`config.mk`:
```
export PLATFORM = sky130hd
export DESIGN_NAME = bus_arbiter
export DESIGN_NICKNAME = d
export VERILOG_FILES = /design/src/rtl/bus_arbiter_pkg.sv /design/src/rtl/bus_arb_pick.sv /design/src/rtl/bus_arbiter.sv
export SDC_FILE = /design/constraint.sdc
export NUM_CORES = 1
export LEC_CHECK = 0
export CAP_MARGIN = 20
export CORE_MARGIN = 5
export CORE_UTILIZATION = 41
export DETAILED_ROUTE_END_ITERATION = 7
export PLACE_DENSITY = 0.93
export SLEW_MARGIN = 20
export SYNTH_ARGS = -nofsm -noshare
export SYNTH_HDL_FRONTEND = slang
export SYNTH_SLANG_ARGS = --single-unit
```
`constraint.sdc`:
```
create_clock -name clk -period 3.6 [get_ports clk]
set_clock_uncertainty 0.15 [all_clocks]
set_input_delay 0.72 -clock clk [delete_from_list [all_inputs] [get_ports clk]]
set_output_delay 0.72 -clock clk [all_outputs]
set_load 0.05 [all_outputs]
```
`src/rtl/bus_arbiter_pkg.sv`:
```
// rtl/bus_arbiter_pkg.sv - shared states, port indices and bus widths for bus_arbiter
package bus_arbiter_pkg;
  localparam int REG_BUS_W       = 32;  // RegBus
  localparam int INST_ADDR_BUS_W = 32;  // InstAddrBus

  localparam logic       PORT_IF     = 1'b0;
  localparam logic       PORT_MEM    = 1'b1;
  localparam logic [3:0] BUS_SEL_ALL = 4'b1111;

  typedef enum logic [1:0] {
    ST_IDLE,
    ST_BUS_IF,
    ST_BUS_MEM,
    ST_DONE
  } arb_state_e;
endpackage

```
`src/rtl/bus_arb_pick.sv`:
```
// rtl/bus_arb_pick.sv - IF/MEM grant selection with a saturating IF starvation counter
module bus_arb_pick
  import bus_arbiter_pkg::*;
#(
  parameter int STARVE_MAX = 4
) (
  input  logic clk,
  input  logic rst,
  input  logic if_req,
  input  logic mem_req,
  input  logic grant_if,
  input  logic grant_mem,
  output logic grant_any,
  output logic grant_idx
);
  localparam int CW = $clog2(STARVE_MAX + 1);
  localparam logic [CW-1:0] STARVE_LIM = CW'(STARVE_MAX);

  logic [CW-1:0] starve_cnt_q, starve_cnt_d;

  always_comb begin
    grant_any = if_req | mem_req;
    grant_idx = PORT_IF;
    // MEM normally wins, unless IF has been passed over STARVE_MAX times in a row
    if (mem_req && (!if_req || starve_cnt_q < STARVE_LIM)) begin
      grant_idx = PORT_MEM;
    end

    starve_cnt_d = starve_cnt_q;
    if (grant_if) begin
      starve_cnt_d = '0;
    end else if (grant_mem && if_req && starve_cnt_q < STARVE_LIM) begin
      starve_cnt_d = starve_cnt_q + 1'b1;
    end
  end

  always_ff @(posedge clk or negedge rst) begin
    if (!rst) begin
      starve_cnt_q <= '0;
    end else begin
      starve_cnt_q <= starve_cnt_d;
    end
  end
endmodule

```
`src/rtl/bus_arbiter.sv`:
```
// rtl/bus_arbiter.sv - shares one strobe/ack memory bus between the IF and MEM ports
// Optional bus_ack timeout with bus_err pulse: define BUS_ARB_TIMEOUT_EN.
module bus_arbiter
  import bus_arbiter_pkg::*;
#(
  parameter int ADDR_W     = INST_ADDR_BUS_W,
  parameter int DATA_W     = REG_BUS_W,
  parameter int STARVE_MAX = 4
`ifdef BUS_ARB_TIMEOUT_EN
  , parameter int TIMEOUT  = 255
`endif
) (
  input  logic              clk,
  input  logic              rst,
  input  logic              if_req,
  input  logic [ADDR_W-1:0] if_addr,
  output logic [DATA_W-1:0] if_rdata,
  output logic              if_ack,
  input  logic              mem_req,
  input  logic              mem_we,
  input  logic [ADDR_W-1:0] mem_addr,
  input  logic [3:0]        mem_sel,
  input  logic [DATA_W-1:0] mem_wdata,
  output logic [DATA_W-1:0] mem_rdata,
  output logic              mem_ack,
  output logic              bus_stb,
  output logic              bus_we,
  output logic [ADDR_W-1:0] bus_addr,
  output logic [3:0]        bus_sel,
  output logic [DATA_W-1:0] bus_wdata,
  input  logic [DATA_W-1:0] bus_rdata,
  input  logic              bus_ack,
  output logic [1:0]        stall_o,
  output logic              bus_err
);
  arb_state_e        state_q, state_d;
  logic              bus_stb_q, bus_stb_d;
  logic              bus_we_q, bus_we_d;
  logic [ADDR_W-1:0] bus_addr_q, bus_addr_d;
  logic [3:0]        bus_sel_q, bus_sel_d;
  logic [DATA_W-1:0] bus_wdata_q, bus_wdata_d;
  logic [DATA_W-1:0] if_rdata_q, if_rdata_d;
  logic [DATA_W-1:0] mem_rdata_q, mem_rdata_d;
  logic              if_ack_q, if_ack_d;
  logic              mem_ack_q, mem_ack_d;
  logic              grant_any, grant_idx, grant_if, grant_mem;
  logic              cyc_done;
  logic [DATA_W-1:0] cyc_rdata;

`ifdef BUS_ARB_TIMEOUT_EN
  localparam int TW = $clog2(TIMEOUT + 1);
  localparam logic [TW-1:0] TMO_LAST = TW'(TIMEOUT - 1);
  logic [TW-1:0] tmo_q, tmo_d;
  logic          bus_err_q, bus_err_d;
`endif

  bus_arb_pick #(.STARVE_MAX(STARVE_MAX)) u_pick (
    .clk       (clk),
    .rst       (rst),
    .if_req    (if_req),
    .mem_req   (mem_req),
    .grant_if  (grant_if),
    .grant_mem (grant_mem),
    .grant_any (grant_any),
    .grant_idx (grant_idx)
  );

  always_comb begin
    state_d     = state_q;
    bus_stb_d   = bus_stb_q;
    bus_we_d    = bus_we_q;
    bus_addr_d  = bus_addr_q;
    bus_sel_d   = bus_sel_q;
    bus_wdata_d = bus_wdata_q;
    if_rdata_d  = if_rdata_q;
    mem_rdata_d = mem_rdata_q;
    if_ack_d    = 1'b0;
    mem_ack_d   = 1'b0;
    grant_if    = 1'b0;
    grant_mem   = 1'b0;
    cyc_done    = 1'b0;
    cyc_rdata   = bus_rdata;
`ifdef BUS_ARB_TIMEOUT_EN
    tmo_d       = tmo_q;
    bus_err_d   = 1'b0;
`endif
    case (state_q)
      ST_IDLE: begin
        if (grant_any) begin
          bus_stb_d = 1'b1;
`ifdef BUS_ARB_TIMEOUT_EN
          tmo_d     = '0;
`endif
          if (grant_idx == PORT_MEM) begin
            grant_mem   = 1'b1;
            state_d     = ST_BUS_MEM;
            bus_we_d    = mem_we;
            bus_addr_d  = mem_addr;
            bus_sel_d   = mem_sel;
            bus_wdata_d = mem_wdata;
          end else begin
            grant_if    = 1'b1;
            state_d     = ST_BUS_IF;
            bus_we_d    = 1'b0;
            bus_addr_d  = if_addr;
            bus_sel_d   = BUS_SEL_ALL;
            bus_wdata_d = '0;
          end
        end
      end
      ST_BUS_IF, ST_BUS_MEM: begin
        if (bus_ack) begin
          cyc_done = 1'b1;
`ifdef BUS_ARB_TIMEOUT_EN
        end else if (tmo_q == TMO_LAST) begin
          cyc_done  = 1'b1;
          cyc_rdata = '0;
          bus_err_d = 1'b1;
        end else begin
          tmo_d = tmo_q + 1'b1;
`endif
        end
        // a requester that dropped req (flush) still gets rdata but no ack pulse
        if (cyc_done) begin
          bus_stb_d = 1'b0;
          state_d   = ST_DONE;
          if (state_q == ST_BUS_IF) begin
            if_rdata_d = cyc_rdata;
            if_ack_d   = if_req;
          end else begin
            mem_rdata_d = cyc_rdata;
            mem_ack_d   = mem_req;
          end
        end
      end
      ST_DONE: state_d = ST_IDLE;
      default: state_d = ST_IDLE;
    endcase
  end

  always_ff @(posedge clk or negedge rst) begin
    if (!rst) begin
      state_q     <= ST_IDLE;
      bus_stb_q   <= 1'b0;
      bus_we_q    <= 1'b0;
      bus_addr_q  <= '0;
      bus_sel_q   <= '0;
      bus_wdata_q <= '0;
      if_rdata_q  <= '0;
      mem_rdata_q <= '0;
      if_ack_q    <= 1'b0;
      mem_ack_q   <= 1'b0;
`ifdef BUS_ARB_TIMEOUT_EN
      tmo_q       <= '0;
      bus_err_q   <= 1'b0;
`endif
    end else begin
      state_q     <= state_d;
      bus_stb_q   <= bus_stb_d;
      bus_we_q    <= bus_we_d;
      bus_addr_q  <= bus_addr_d;
      bus_sel_q   <= bus_sel_d;
      bus_wdata_q <= bus_wdata_d;
      if_rdata_q  <= if_rdata_d;
      mem_rdata_q <= mem_rdata_d;
      if_ack_q    <= if_ack_d;
      mem_ack_q   <= mem_ack_d;
`ifdef BUS_ARB_TIMEOUT_EN
      tmo_q       <= tmo_d;
      bus_err_q   <= bus_err_d;
`endif
    end
  end

  assign bus_stb   = bus_stb_q;
  assign bus_we    = bus_we_q;
  assign bus_addr  = bus_addr_q;
  assign bus_sel   = bus_sel_q;
  assign bus_wdata = bus_wdata_q;
  assign if_rdata  = if_rdata_q;
  assign mem_rdata = mem_rdata_q;
  assign if_ack    = if_ack_q;
  assign mem_ack   = mem_ack_q;
  // stalls are gated by rst so that every output reads 0 while reset is held
  assign stall_o   = {mem_req & ~mem_ack_q, if_req & ~if_ack_q} & {2{rst}};
`ifdef BUS_ARB_TIMEOUT_EN
  assign bus_err   = bus_err_q;
`else
  assign bus_err   = 1'b0;
`endif
endmodule

```
==> impl_metrics.json <==
{
  "grt_usage_pct": 21.19,
  "clockBufferDepth": 2,
  "yosys.area.top_type": "dfrtp_1",
  "area_growth_pct": 63.44,
  "grt_pass1_vias": 4693,
  "critPathTopFamily": "buffers and inverters",
  "synth-main-ff-cell": "dfrtp_1",
  "postCtsSetupBuffers": 0,
  "start_util_pct": 41.64,
  "worstPathArrival_ps": 1890,
  "critPathRequiredTime_ps": 2730,
  "setup.worst_path.start_class": "input pin",
  "clk_pin_slew_ps": 60,
  "power_mw": 10.73,
  "routedWlPerCell_microns": 20.23,
  "antenna_cells_inserted": 0,
  "h-tree-depth": 4,
  "core_sq_um": 13190,
  "period_needed_ps": 2759,
  "critical_path_class": "in -> out",
  "fmax_mhz": 362.4,
  "ys_ff_latch": 141,
  "rsz0062_at_grt": "no",
  "power_leakage_nw": 3.825,
  "hold_viol_final": 0,
  "routed_wl_mm": 16.90,
  "viasPerCell": 5.158,
  "dp.cells": 806,
  "cts_hold_buf": 0,
  "path_cells": "clkdlybuf4s50_1 > nand2_1 > nor2_1 > buf_4",
  "grt_max_degree": 66,
  "cts_buffers": 17,
  "drive_gt1_share_pct": 16.39,
  "fillers": 919,
  "ant_nets": 0,
  "seqCellArea_sq_um": 3528,
  "drtIter0Drc": 261,
  "firstDrtPassIters": 6,
  "insertion_delay_ps": 400,
  "synth_most_common_cell": "dfrtp_1",
  "synth_nets": 514,
  "powerDensity_nw_per_um2": 1195,
  "die_h_microns": 125.7,
  "cts_resized": 0,
  "die_w_microns": 125.7,
  "synthesis.area_sq_um": 5493,
  "drc": 0,
  "seq_area_frac_synth_pct": 64.24,
  "worst-path-max-fanout": 10,
  "synth_top_area_share_pct": 64.24,
  "max_stage_delay_ps": 760,
  "end_kind": "output pin",
  "setup_viol": 0,
  "yosys-top-cells-area": "dfrtp_1, mux2_2, a221o_1",
  "vias": 4307,
  "ys_warn_count": 0,
  "cts_root_buf": "clkbuf_16",
  "comb_power_share_pct": 57.6,
  "period_share_pct": 76.64,
  "slew_violations": 0,
  "worstMarginPinSlew_ps": 868.2,
  "final_cells": 835,
  "overflow": 0,
  "antenna_found_initial": 0,
  "grt_pass1_wl_mm": 26.45,
  "tns_ps": 0,
  "async_flop_share_pct": 100.0,
  "io_buffers": 275,
  "dp_hpwl_mm": 12.42,
  "rows": 42,
  "status": "complete, no violations",
  "p_sw_share_pct": 45.93,
  "clockPowerShare_pct": 16.0,
  "switchingPower_mw": 4.926,
  "p_seq_share_pct": 26.4,
  "avgSynthCellArea_sq_um": 14.77,
  "synthTopCellsByCount": "dfrtp_1, mux2_2, a22o_1",
  "synthCells": 372,
  "slowest_stage": "clkdlybuf4s50_1",
  "synthDistinctLibCells": 31,
  "ir_worst_vdd_mv": 0.6907,
  "cap_violations": 0,
  "synth_edf_count": 0,
  "slew_headroom_pct": 41.90,
  "nets": 791,
  "cts_tree": "done",
  "path_buf_inv": 2,
  "hp-class": "in -> async",
  "cts.sinks": 141,
  "multi_input_area_sq_um": 1823,
  "cell_internal_pwr_mw": 5.799,
  "io-pin-count": 277,
  "gp_congestion": 0.8319,
  "fp.dieArea_sq_um": 15810
}
[metal layers]
layer | vias to the layer above | track usage [%] | part of all wire (%)
met5 | - | 0 | 0
met4 | 0 | 7.066 | 1.6
met3 | 24 | 5.758 | 7.1
met2 | 219 | 37.10 | 52
met1 | 2140 | 25.39 | 39
li1 | 1924 | - | -
[final cells by class]
class,count,share of cell area (%)
Clock buffer,21,5.129
Inverter,5,0.2091
Multi-Input combinational cell,201,20.31
Timing Repair Buffer,283,31.29
Clock inverter,8,1.310
Tap cell,176,2.453
Sequential cell,141,39.30
[sequential cells by signal, summed over array words and instances (netlist names)]
register             cells
bus_sel                  4
mem_rdata               32
u_pick.starve_cnt_q      3
state_q                  2
bus_we                   1
bus_stb                  1
bus_wdata               32
mem_ack                  1
if_rdata                32
bus_addr                32
if_ack                   1
[layout by cell type, fill, tap and decap left out, types with 5 or more instances in the layout]
cell / count
a221o_1: 32
dfrtp_1: 141
clkbuf_16: 17
inv_1: 5
and2_1: 25
buf_4: 10
a22o_1: 35
and2_0: 7
nor2_1: 6
mux2_2: 66
clkdlybuf4s50_1: 272
[metrics by stage]
stage | utilization, % | setup WS [ps] | hold WS, ps | cell area, sq um
final | 68.06 | 840.8 | 73.61 | 8977
after global routing | 68.06 | 767.6 | 89.68 | 8977
after CTS | 68.06 | 851.3 | 74.16 | 8977
after detailed placement | 63.68 | 703.0 | 342.2 | 8399
after global placement | 63.68 | 779.2 | 337.6 | 8399
after floorplan | - | 1146 | 274.4 | 5493
[final timing paths]
check | startpoint | end | slack (ps) | cells after the start
max in group asynchronous | rst | mem_rdata[13]$_DFFE_PN0P_ | 2190 | 2
hold reg to reg | mem_rdata[3]$_DFFE_PN0P_ | mem_rdata[3]$_DFFE_PN0P_ | 350 | 1
hold / removal | rst | bus_stb$_DFFE_PN0P_ | 70 | 1
setup / recovery | mem_req | stall_o[1] | 840 | 4
min in group clk | mem_rdata[3]$_DFFE_PN0P_ | mem_rdata[3]$_DFFE_PN0P_ | 350 | 1
setup reg to reg | state_q[0]$_DFFE_PN0P_ | bus_addr[27]$_DFFE_PN0P_ | 1530 | 5
[power by group through the flow]
stage | Clock (mW) | Sequential (mW) | Combinational, mW
finish | 1.72 | 2.83 | 6.18
global route | 1.83 | 2.92 | 6.40
CTS | 1.76 | 2.83 | 6.23
detailed placement | 0 | 2.83 | 6.20
global placement | 0 | 2.78 | 6.07
floorplan | 0 | 5.43 | 1.41
[cells by family (layout without fill, tap and decap cells)]
| group | Yosys count | count (layout) | share of synthesized area [%] |
|---|---|---|---|
| flops | 141 | 141 | 64.24 |
| compound gates | 79 | 79 | 12.94 |
| mux | 67 | 67 | 13.71 |
| simple gates | 50 | 50 | 5.262 |
| buf+inv | 30 | 317 | 2.870 |
| fa+ha+maj | 4 | 4 | 0.9112 |
| other cells | 1 | 1 | 0.06827 |
Power figures use the tool's default switching activity.
